===== config.mk =====
export PLATFORM = sky130hd
export DESIGN_NAME = key_conditioner
export DESIGN_NICKNAME = d
export VERILOG_FILES = /design/src/rtl/key_conditioner.sv
export SDC_FILE = /design/constraint.sdc
export NUM_CORES = 1
export LEC_CHECK = 0
export CAP_MARGIN = 5
export CORE_UTILIZATION = 45
export DETAILED_ROUTE_END_ITERATION = 8
export GPL_ROUTABILITY_DRIVEN = 0
export PLACE_DENSITY = 0.64
export SLEW_MARGIN = 15
export SYNTH_ARGS = -nofsm -noshare
export SYNTH_HDL_FRONTEND = slang
export SYNTH_SLANG_ARGS = --single-unit

===== constraint.sdc =====
create_clock -name clk -period 1.9 [get_ports clk]
set_input_delay 0.38 -clock clk [delete_from_list [all_inputs] [get_ports clk]]
set_output_delay 0.38 -clock clk [all_outputs]
set_load 0.1 [all_outputs]

===== src/rtl/key_conditioner.sv =====
// Three-button conditioner with per-channel two-flop synchronizer, debounce FSM,
// registered press pulses, and the action button's debounced level.
module key_conditioner #(
    parameter int unsigned DEBOUNCE_CYCLES = 50000
) (
    input  logic clk,
    input  logic rst_n,
    input  logic btn_start,
    input  logic btn_restart,
    input  logic btn_action,
    output logic start_game,
    output logic restart,
    output logic action_pulse,
    output logic action_held
);

    localparam int unsigned NumCh  = 3;
    localparam logic [15:0] CntMax = 16'(DEBOUNCE_CYCLES - 1);

    typedef enum logic [1:0] {
        StReleased,
        StPressWait,
        StPressed,
        StReleaseWait
    } state_e;

    // Channel order: 0 = start, 1 = restart, 2 = action.
    logic [NumCh-1:0] btn_raw;
    logic [NumCh-1:0] sync1_q;
    logic [NumCh-1:0] sync2_q;
    logic [NumCh-1:0] press;

    assign btn_raw = {btn_action, btn_restart, btn_start};

    always_ff @(posedge clk or negedge rst_n) begin
        if (!rst_n) begin
            sync1_q <= '0;
            sync2_q <= '0;
        end else begin
            sync1_q <= btn_raw;
            sync2_q <= sync1_q;
        end
    end

    for (genvar i = 0; i < NumCh; i++) begin : g_ch
        state_e      state_q;
        state_e      state_d;
        logic [15:0] cnt_q;
        logic [15:0] cnt_d;
        logic        press_d;
        logic        level_d;

        always_ff @(posedge clk or negedge rst_n) begin
            if (!rst_n) begin
                state_q <= StReleased;
                cnt_q   <= '0;
            end else begin
                state_q <= state_d;
                cnt_q   <= cnt_d;
            end
        end

        always_comb begin
            state_d = state_q;
            cnt_d   = cnt_q;
            press_d = 1'b0;
            unique case (state_q)
                StReleased: begin
                    if (sync2_q[i]) begin
                        state_d = StPressWait;
                        cnt_d   = 16'd1;
                    end else begin
                        cnt_d   = '0;
                    end
                end
                StPressWait: begin
                    if (!sync2_q[i]) begin
                        state_d = StReleased;
                        cnt_d   = '0;
                    end else if (cnt_q == CntMax) begin
                        state_d = StPressed;
                        cnt_d   = '0;
                        press_d = 1'b1;
                    end else begin
                        cnt_d   = cnt_q + 16'd1;
                    end
                end
                StPressed: begin
                    if (!sync2_q[i]) begin
                        state_d = StReleaseWait;
                        cnt_d   = 16'd1;
                    end
                end
                StReleaseWait: begin
                    if (sync2_q[i]) begin
                        state_d = StPressed;
                        cnt_d   = '0;
                    end else if (cnt_q == CntMax) begin
                        state_d = StReleased;
                        cnt_d   = '0;
                    end else begin
                        cnt_d   = cnt_q + 16'd1;
                    end
                end
                default: begin
                    state_d = StReleased;
                    cnt_d   = '0;
                end
            endcase
        end

        // Level is taken from the next state so the held output lines up with the pulse.
        assign level_d  = (state_d == StPressed) || (state_d == StReleaseWait);
        assign press[i] = press_d;
    end

    // Restart wins a same-cycle collision; the start channel still latches PRESSED.
    always_ff @(posedge clk or negedge rst_n) begin
        if (!rst_n) begin
            start_game   <= 1'b0;
            restart      <= 1'b0;
            action_pulse <= 1'b0;
            action_held  <= 1'b0;
        end else begin
            start_game   <= press[0] & ~press[1];
            restart      <= press[1];
            action_pulse <= press[2];
            action_held  <= g_ch[2].level_d;
        end
    end

endmodule


==> results of run 1 <==
[critical path, stage by stage (launching register included)]
cell and delay (ns):
sky130_fd_sc_hd__dfrtp_1 0.38, sky130_fd_sc_hd__or4bb_4 0.56, sky130_fd_sc_hd__buf_4 0.16, sky130_fd_sc_hd__o32a_2 0.32, sky130_fd_sc_hd__o311ai_1 0.27, sky130_fd_sc_hd__o21ai_1 0.12
[logic make-up after synthesis]
family,synth area share [%]
and+or+nand+nor,28.4
AOI/OAI and AO/OA,17.1
DFF,48.7
buffers and inverters,2.05
xor gates and xnor gates,1.33
muxes,1.29
adders and majority gates,1.14
[cells in the final DEF, fill, tap and decap left out, types with 2 or more instances in the layout]
cell type                         synthesis  layout
sky130_fd_sc_hd__a21o_1                   3       3
sky130_fd_sc_hd__a21oi_1                 17      15
sky130_fd_sc_hd__a21oi_2                  0       2
sky130_fd_sc_hd__a22o_1                   7       7
sky130_fd_sc_hd__a31oi_1                 24      23
sky130_fd_sc_hd__and2_1                   7       7
sky130_fd_sc_hd__and3_1                  10      10
sky130_fd_sc_hd__and4_1                   7       7
sky130_fd_sc_hd__buf_4                    1      49
sky130_fd_sc_hd__buf_6                    2       2
sky130_fd_sc_hd__clkbuf_8                 0       9
sky130_fd_sc_hd__clkdlybuf4s50_1          0       3
sky130_fd_sc_hd__clkinv_2                 0       4
sky130_fd_sc_hd__dfrtp_1                 64      63
sky130_fd_sc_hd__ha_1                     3       3
sky130_fd_sc_hd__inv_1                    2       2
sky130_fd_sc_hd__mux2i_1                  2       2
sky130_fd_sc_hd__nand2_1                 50      50
sky130_fd_sc_hd__nand3_1                 22      22
sky130_fd_sc_hd__nand4_1                 11      11
sky130_fd_sc_hd__nor2_1                  33      31
sky130_fd_sc_hd__nor2_4                   0       2
sky130_fd_sc_hd__nor3_1                   9       9
sky130_fd_sc_hd__nor4_2                   0       2
sky130_fd_sc_hd__nor4b_1                  2       2
sky130_fd_sc_hd__o211ai_1                 2       2
sky130_fd_sc_hd__o21ai_0                 17      15
sky130_fd_sc_hd__o21ai_1                  7       9
sky130_fd_sc_hd__o311ai_1                 0       2
sky130_fd_sc_hd__o41ai_1                  2       2
sky130_fd_sc_hd__or2_2                    4       3
sky130_fd_sc_hd__or3_1                    4       4
sky130_fd_sc_hd__xor2_1                   5       5
[power by group through the flow]
stage	combinational (mW)	clock (mW)	sequential [mW]
global placement	0.132	0	1.43
floorplan	0.0654	0	1.42
CTS	0.139	1.04	1.40
detailed placement	0.137	0	1.43
finish	0.142	1.00	1.40
global route	0.161	1.08	1.40
[per-stage QoR]
step	power (mW)	utilization (%)	std cells	setup TNS (ns)	instance area [sq um]
finish	2.55	58.0	512	-0.228	4030
global route	2.64	58.0	512	-1.32	4030
CTS	2.57	57.1	512	-0.408	3970
detailed placement	1.56	54.4	494	-0.287	3780
global placement	1.56	54.4	494	-0.0537	3780
floorplan	1.49	-	354	-0.0428	3290
[worst max-delay path by stage]
| stage | to | slack (ns) | cells after the start |
|---|---|---|---|
| after floorplan | g_ch[0].cnt_q[15]$_DFFE_PN0P_ | -0.03 | 5 |
| after global placement | register | -0.04 | 5 |
| after detailed placement | register | -0.12 | 5 |
| after CTS | g_ch[0].cnt_q[15]$_DFFE_PN0P_ | -0.05 | 6 |
| after global routing | g_ch[0].cnt_q[8]$_DFFE_PN0P_ | -0.15 | 5 |
| final | g_ch[0].cnt_q[8]$_DFFE_PN0P_ | -0.04 | 5 |
[sequential cells by signal (all words and copies together) (netlist names), named ones only]
name,cells
action_pulse,1
action_held,1
g_ch.state_q,4
start_game,1
sync2_q,3
g_ch.cnt_q,48
restart,1
sync1_q,3
[area by class of cell]
cell class / count / area (sq um) / area share [%]
Inverter: 2 / 7.51 / 0.187
Clock inverter: 6 / 36.3 / 0.901
Multi-Input combinational cell: 278 / 1690 / 41.9
Sequential cell: 64 / 1600 / 39.8
Timing Repair Buffer: 56 / 445 / 11.1
Tap cell: 96 / 120 / 2.98
Clock buffer: 10 / 128 / 3.17
[per-layer routing]
layer  track usage, %  vias up
li1                 -     1438
met1             30.2     1383
met2             34.3       67
met3             5.02       17
met4             8.49        0
met5                0        -
[Yosys cell counts (all sizes together) (2+ instances only)]
| master | n | area, sq um |
|---|---|---|
| and4 | 7 | 61.3 |
| a31oi | 24 | 150 |
| clkbuf | 4 | 15.0 |
| nor4b | 2 | 17.5 |
| or3 | 4 | 25.0 |
| xor2 | 5 | 43.8 |
| buf | 6 | 45.0 |
| nor2 | 34 | 130 |
| mux2i | 2 | 20.0 |
| o21ai | 24 | 120 |
| a21oi | 17 | 85.1 |
| and3 | 11 | 70.1 |
| ha | 3 | 37.5 |
| or2 | 4 | 25.0 |
| inv | 2 | 7.51 |
| nand3 | 22 | 110 |
| a22o | 7 | 61.3 |
| nand2 | 51 | 194 |
| o41ai | 2 | 17.5 |
| a21o | 3 | 22.5 |
| a2111oi | 2 | 17.5 |
| nor4bb | 2 | 20.0 |
| nand4 | 11 | 68.8 |
| and2 | 7 | 43.8 |
| o311ai | 2 | 17.5 |
| mux2 | 2 | 22.5 |
| nor3 | 9 | 45.0 |
| nor4 | 4 | 40.0 |
| dfrtp | 64 | 1600 |
| o211ai | 2 | 15.0 |
[what timing repair did]
item / 4_1_cts / 5_1_grt
hold buffers: 0 / 0
gates resized for setup: 3 / 16
endpoints found under the setup margin: 13 / 28
pin swaps: 5 / 7
setup buffers: 2 / 0
==> key figures, run 1 <==
Global route
  • Number of global-route vias before repair: 2800
  • Antenna violations before repair: 0
  • First-pass GRT wire length: 12900 um
  • Grt ovf: 0
  • Total Routing Usage GR: 22.1%
  • Pin count of the biggest net entering global routing: 39

Die
  • Die ar.: 7660 sq um
  • X dimension of the die: 87.5 um
  • Initial core utilization: 47.4%
  • Num ports: 9
  • Placeable Area: 6940 sq um
  • Number of rows in the core area: 30
  • Die height: 87.5 um

Timing
  • Transition time of the tightest slew-check pin: 0.595 ns
  • Final max-slew violation count: 0
  • RSZ-0062 raised after global routing: yes
  • Minimum setup slack in the final design: -0.0440 ns
  • Setup violation total in the final timing report: 9
  • Hold violation count in the final report: 0
  • Largest clock skew in the final design: 0.00697 ns
  • Clock period minus worst slack: 1.94 ns
  • Worst hold margin: 0.0216 ns
  • Worst slew margin relative to its limit: 60.2%
  • Ratio of final minimum period to clock period: 102%
  • Fmax: 514 MHz

Critical path
  • Start of the worst register-to-register path: g_ch[0].cnt_q[11]$_DFFE_PN0P_
  • Reg2Reg Capture Point: g_ch[0].cnt_q[8]$_DFFE_PN0P_
  • Element type at the critical path start: register
  • Worst EP arrival: 2.16 ns
  • Start-to-end type of the worst setup path: reg -> reg
  • Cells on worst reg2reg path: 5
  • Top fanout value on the critical path: 2
  • Critical Path Sink Type: register
  • Data required, critical path: 2.11 ns
  • Worst reg2reg setup slack: -0.04 ns
  • Start point of the critical path: g_ch[0].cnt_q[11]$_DFFE_PN0P_

Placed design
  • Number of buffer cells added on primary ports: 8
  • Setup WS pre-CTS: -0.123 ns
  • Post-DP HPWL: 5260 um

Drt
  • Via-to-Cell Ratio: 5.67
  • Routed wire length on met2: 3410 um
  • Met1 Wirelength: 3660 um
  • Uppermost metal layer occupied by signal nets: met4
  • Wire length after detailed routing: 7510 um
  • Routed vias: 2905
  • First DRT Iteration DRCs: 265
  • Met3 Wirelength: 320 um
  • Antenna-violating nets left: 0
  • Drt wl/cell: 14.7 um
  • Drt drc: 0
  • Iteration count of the initial detailed-routing pass: 4

Clock tree
  • Root buf cell: sky130_fd_sc_hd__clkbuf_8
  • H-tree depth: 3
  • Number of buffers between clock root and the deepest sink: 2
  • Clock tree from TritonCTS: yes
  • TritonCTS sink count: 64
  • Number of CTS-inserted buffers: 9
  • Clock latency at the later pin of the worst-skew pair: 0.35 ns
  • Clock-pin slew on the worst setup and hold paths: 0.07 ns

Synthesis
  • Summed instance area of the synthesized netlist: 3290 sq um
  • Most instantiated flip-flop cell in the synthesis netlist: sky130_fd_sc_hd__dfrtp_1
  • Gate count of the mapped netlist: 354
  • Share of synthesized area occupied by flip-flops and latches: 48.7%
  • Syn Nets: 362
  • Average cell area after synthesis: 9.30 sq um
  • Fraction of registers with async set or reset after synthesis: 100%
  • Yosys warning count: 0
  • Library cells used by synthesis: 53
  • Post-synthesis register bit count: 64
  • Number of synthesized flops with an enable pin: 0

Status
  • Failing checks: negative setup slack
  • Outcome: finished, violations left

Power
  • Clock network fraction of total power: 39.4%
  • Switch share: 25.2%
  • Logic pwr share: 5.6%
  • Part of the total power dissipated in sequential elements: 55.0%
  • Total power per unit cell area: 632 nW/um^2
  • Internal power of the cells: 1.90 mW
  • Worst IR Drop VDD: 0.365 mV
  • Static leakage power: 1.81 nW
  • Switching power total: 642 uW

Final layout
  • Number of nets in the layout: 419
  • Fraction of layout instances using a drive strength above 1: 21.9%
  • Filler Cell Count: 610
  • Count of inserted antenna diode cells: 0
  • Area overhead of the layout relative to synthesis: 22.3%

Run
  • Number of maximum-capacitance constraint violations: 0

Hold path
  • Hold WC Path Type: in -> async
Note: power is estimated with default switching activity, not from simulation.
==> run 2, diff against run 1 <==
CORE_MARGIN = 2   (was not set)
CORE_UTILIZATION = 55   (was 45)
CTS_CLUSTER_DIAMETER = 100   (was not set)
PLACE_DENSITY = 0.75   (was 0.64)
==> key figures, run 2 (synthesis results as in run 1) <==
Final layout
  • Fraction of layout instances using a drive strength above 1: 22.4% (+0.51 points)
  • Number of nets in the layout: 414 (-1.2%)
  • Flip-flop count of the largest register after layout: 48 (unchanged)
  • Area overhead of the layout relative to synthesis: 24.1%
  • Count of inserted antenna diode cells: 0 (unchanged)
  • Filler Cell Count: 425 (-30%)
  • Largest register by flop count: g_ch.cnt_q
  • Post-route standard cell area excluding fillers: 4080 sq um (+1.4%)
  • Most common cell after layout, fill and taps aside: sky130_fd_sc_hd__dfrtp_1
  • Largest registers: g_ch.cnt_q x48, g_ch.state_q x4
  • Most frequent cells in the layout: 64 x sky130_fd_sc_hd__dfrtp_1, 50 x sky130_fd_sc_hd__nand2_1, 41 x sky130_fd_sc_hd__buf_4

Critical path
  • Cells on worst reg2reg path: 6 (+1)
  • Kind of cell adding the most delay to the critical path: simple AND/OR/NAND/NOR gates
  • Peak per-stage delay on the critical path: 0.57 ns (about the same)
  • Destination of the critical timing path: g_ch[0].cnt_q[15]$_DFFE_PN0P_
  • Element type at the critical path start: register
  • Top fanout value on the critical path: 5 (+3)
  • Reg2Reg Capture Point: g_ch[0].cnt_q[15]$_DFFE_PN0P_
  • CP Cell Sequence: or4bb_4, nor4_4, buf_4, nor2_4, a21o_1, a22o_1
  • Critical Path Sink Type: register
  • Max stage delay cell, worst path: sky130_fd_sc_hd__or4bb_4
  • Worst reg2reg setup slack: -0.05 ns (about the same)
  • Data required, critical path: 2.15 ns (+0.04 ns)
  • Worst path depth: 6 (+1)
  • Start point of the critical path: g_ch[0].cnt_q[11]$_DFFE_PN0P_
  • Buffering stage count on the worst path with inverters included: 1 (unchanged)
  • Start-to-end type of the worst setup path: reg -> reg
  • Worst EP arrival: 2.19 ns (+0.03 ns)
  • Start of the worst register-to-register path: g_ch[0].cnt_q[11]$_DFFE_PN0P_

Die
  • Die height: 81.4 um (-7.0%)
  • Initial core utilization: 56.2% (+8.9 points)
  • X dimension of the die: 81.4 um (-7.0%)
  • Placeable Area: 5850 sq um (-16%)
  • Num ports: 9 (unchanged)
  • Die ar.: 6620 sq um (-14%)
  • Number of rows in the core area: 28 (-6.7%)

Clock tree
  • H-tree depth: 3 (unchanged)
  • Number of buffers between clock root and the deepest sink: 2 (unchanged)
  • Number of CTS-inserted buffers: 9 (unchanged)
  • Clock latency at the later pin of the worst-skew pair: 0.36 ns (about the same)
  • TritonCTS sink count: 64 (unchanged)
  • Clock tree from TritonCTS: yes
  • Clock-pin slew on the worst setup and hold paths: 0.07 ns (about the same)
  • Root buf cell: sky130_fd_sc_hd__clkbuf_8

Run
  • Number of maximum-capacitance constraint violations: 0 (unchanged)

Drt
  • Iteration count of the initial detailed-routing pass: 6 (+2)
  • Drt wl/cell: 16.3 um (+11%)
  • Wire length after detailed routing: 7900 um (+5.2%)
  • Via-to-Cell Ratio: 6.36 (+12%)
  • Drt drc: 0 (unchanged)
  • First DRT Iteration DRCs: 329 (+24%)
  • Routed vias: 3091 (+6.4%)
  • Antenna-violating nets left: 0 (unchanged)

Power
  • Post-layout power: 3.04 mW (+19%)
  • Total power per unit cell area: 744 nW/um^2 (+18%)
  • Worst IR Drop VDD: 0.490 mV (+34%)
  • Static leakage power: 1.83 nW (+0.84%)

Timing
  • Ratio of final minimum period to clock period: 102% (+0.11 points)
  • Fmax: 514 MHz (-0.11%)
  • RSZ-0062 raised after global routing: yes
  • Largest clock skew in the final design: 0.00592 ns (-0.00105 ns)
  • Transition time of the tightest slew-check pin: 0.576 ns (-0.0193 ns)
  • Hold violation count in the final report: 0 (unchanged)
  • Clock period minus worst slack: 1.95 ns (+0.00212 ns)
  • Setup violation total in the final timing report: 3 (-6)
  • Final max-slew violation count: 0 (unchanged)
  • Worst slew margin relative to its limit: 61.5% (+1.3 points)
  • Minimum setup slack in the final design: -0.0461 ns (-0.00212 ns)

Status
  • Outcome: finished, violations left
  • Failing checks: negative setup slack

Global route
  • Antenna violations before repair: 0 (unchanged)
  • M2 GR Usage: 39.8% (+5.5 points)
  • Number of global-route vias before repair: 2846 (+1.6%)
  • First-pass GRT wire length: 12700 um (-1.4%)
  • Total Routing Usage GR: 25.3% (+3.2 points)
  • Global-route met3 utilization: 8.44% (+3.4 points)
  • Grt ovf: 0 (unchanged)
  • Pin count of the biggest net entering global routing: 65 (+67%)
  • Met1 GRT Util: 31.6% (+1.4 points)
  • Highest-utilization routing layer at the global route stage: met2

Placed design
  • Number of buffer cells added on primary ports: 8 (unchanged)
  • Placed Area: 3680 sq um (-2.5%)
  • Post-DP HPWL: 4980 um (-5.3%)

Hold path
  • Hold WC Path Type: in -> async
[run 2: worst min-delay path by stage]
stage / start / to / slack [ns] / depth (start not counted)
floorplan: rst_n / async pin / 0.08 / 0
global placement: sync1_q[0]$_DFF_PN0_ / sync2_q[0]$_DFF_PN0_ / 0.33 / 0
detailed placement: sync1_q[0]$_DFF_PN0_ / sync2_q[0]$_DFF_PN0_ / 0.33 / 0
CTS: rst_n / g_ch[1].cnt_q[7]$_DFFE_PN0P_ / 0.05 / 2
global route: rst_n / g_ch[1].cnt_q[5]$_DFFE_PN0P_ / 0.05 / 2
finish: rst_n / g_ch[1].cnt_q[9]$_DFFE_PN0P_ / 0.02 / 2
[run 2: layout make-up]
| type | count | area [sq um] | share of cell area [%] |
|---|---|---|---|
| flip-flops and latches | 64 | 1600 | 39.2 |
| clock buffers | 10 | 138 | 3.37 |
| well taps | 75 | 93.8 | 2.30 |
| multi-input cells | 278 | 1710 | 42.0 |
| clock inverters | 6 | 116 | 2.85 |
| repair buffers | 51 | 413 | 10.1 |
| inverters | 2 | 7.51 | 0.184 |
[run 2: repair_timing]
action	CTS	global route
endpoints found under the setup margin	13	27
pin swaps	1	5
hold buffers	0	0
buffers inserted	2	2
resized for setup	4	23
gates cloned	1	1
[run 2: routing by layer]
metal,wire [um],vias up
met2,3780,135
met4,270,0
met1,3290,1479
li1,-,1442
met5,0,-
met3,560,35
[run 2: per-stage QoR]
step	std cells	utilization [%]	worst slack, ns	setup TNS, ns	hold slack [ns]
after global placement	464	62.9	0.0174	0	0.333
after floorplan	354	-	-0.0275	-0.0428	0.0844
final	486	69.8	-0.0461	-0.131	0.0180
after CTS	483	67.9	-0.0138	-0.0171	0.0479
after global routing	486	69.8	-0.0748	-0.545	0.0518
after detailed placement	464	62.9	-0.0204	-0.0897	0.335
[run 2: power by group]
group	internal, mW	leakage (nW)	total, mW	switching (mW)
combinational	0.0591	0.836	0.146	0.0867
sequential	1.38	0.867	1.40	0.0196
clock	0.914	0.127	1.49	0.579
total	2.35	1.83	3.04	0.685
==> run 3, diff against run 2 <==
CAP_MARGIN = 20   (was 5)
CTS_CLUSTER_DIAMETER = 40   (was 100)
==> results of run 3 <==
No change in the layout: final DEF, timing and power equal those of run 2.
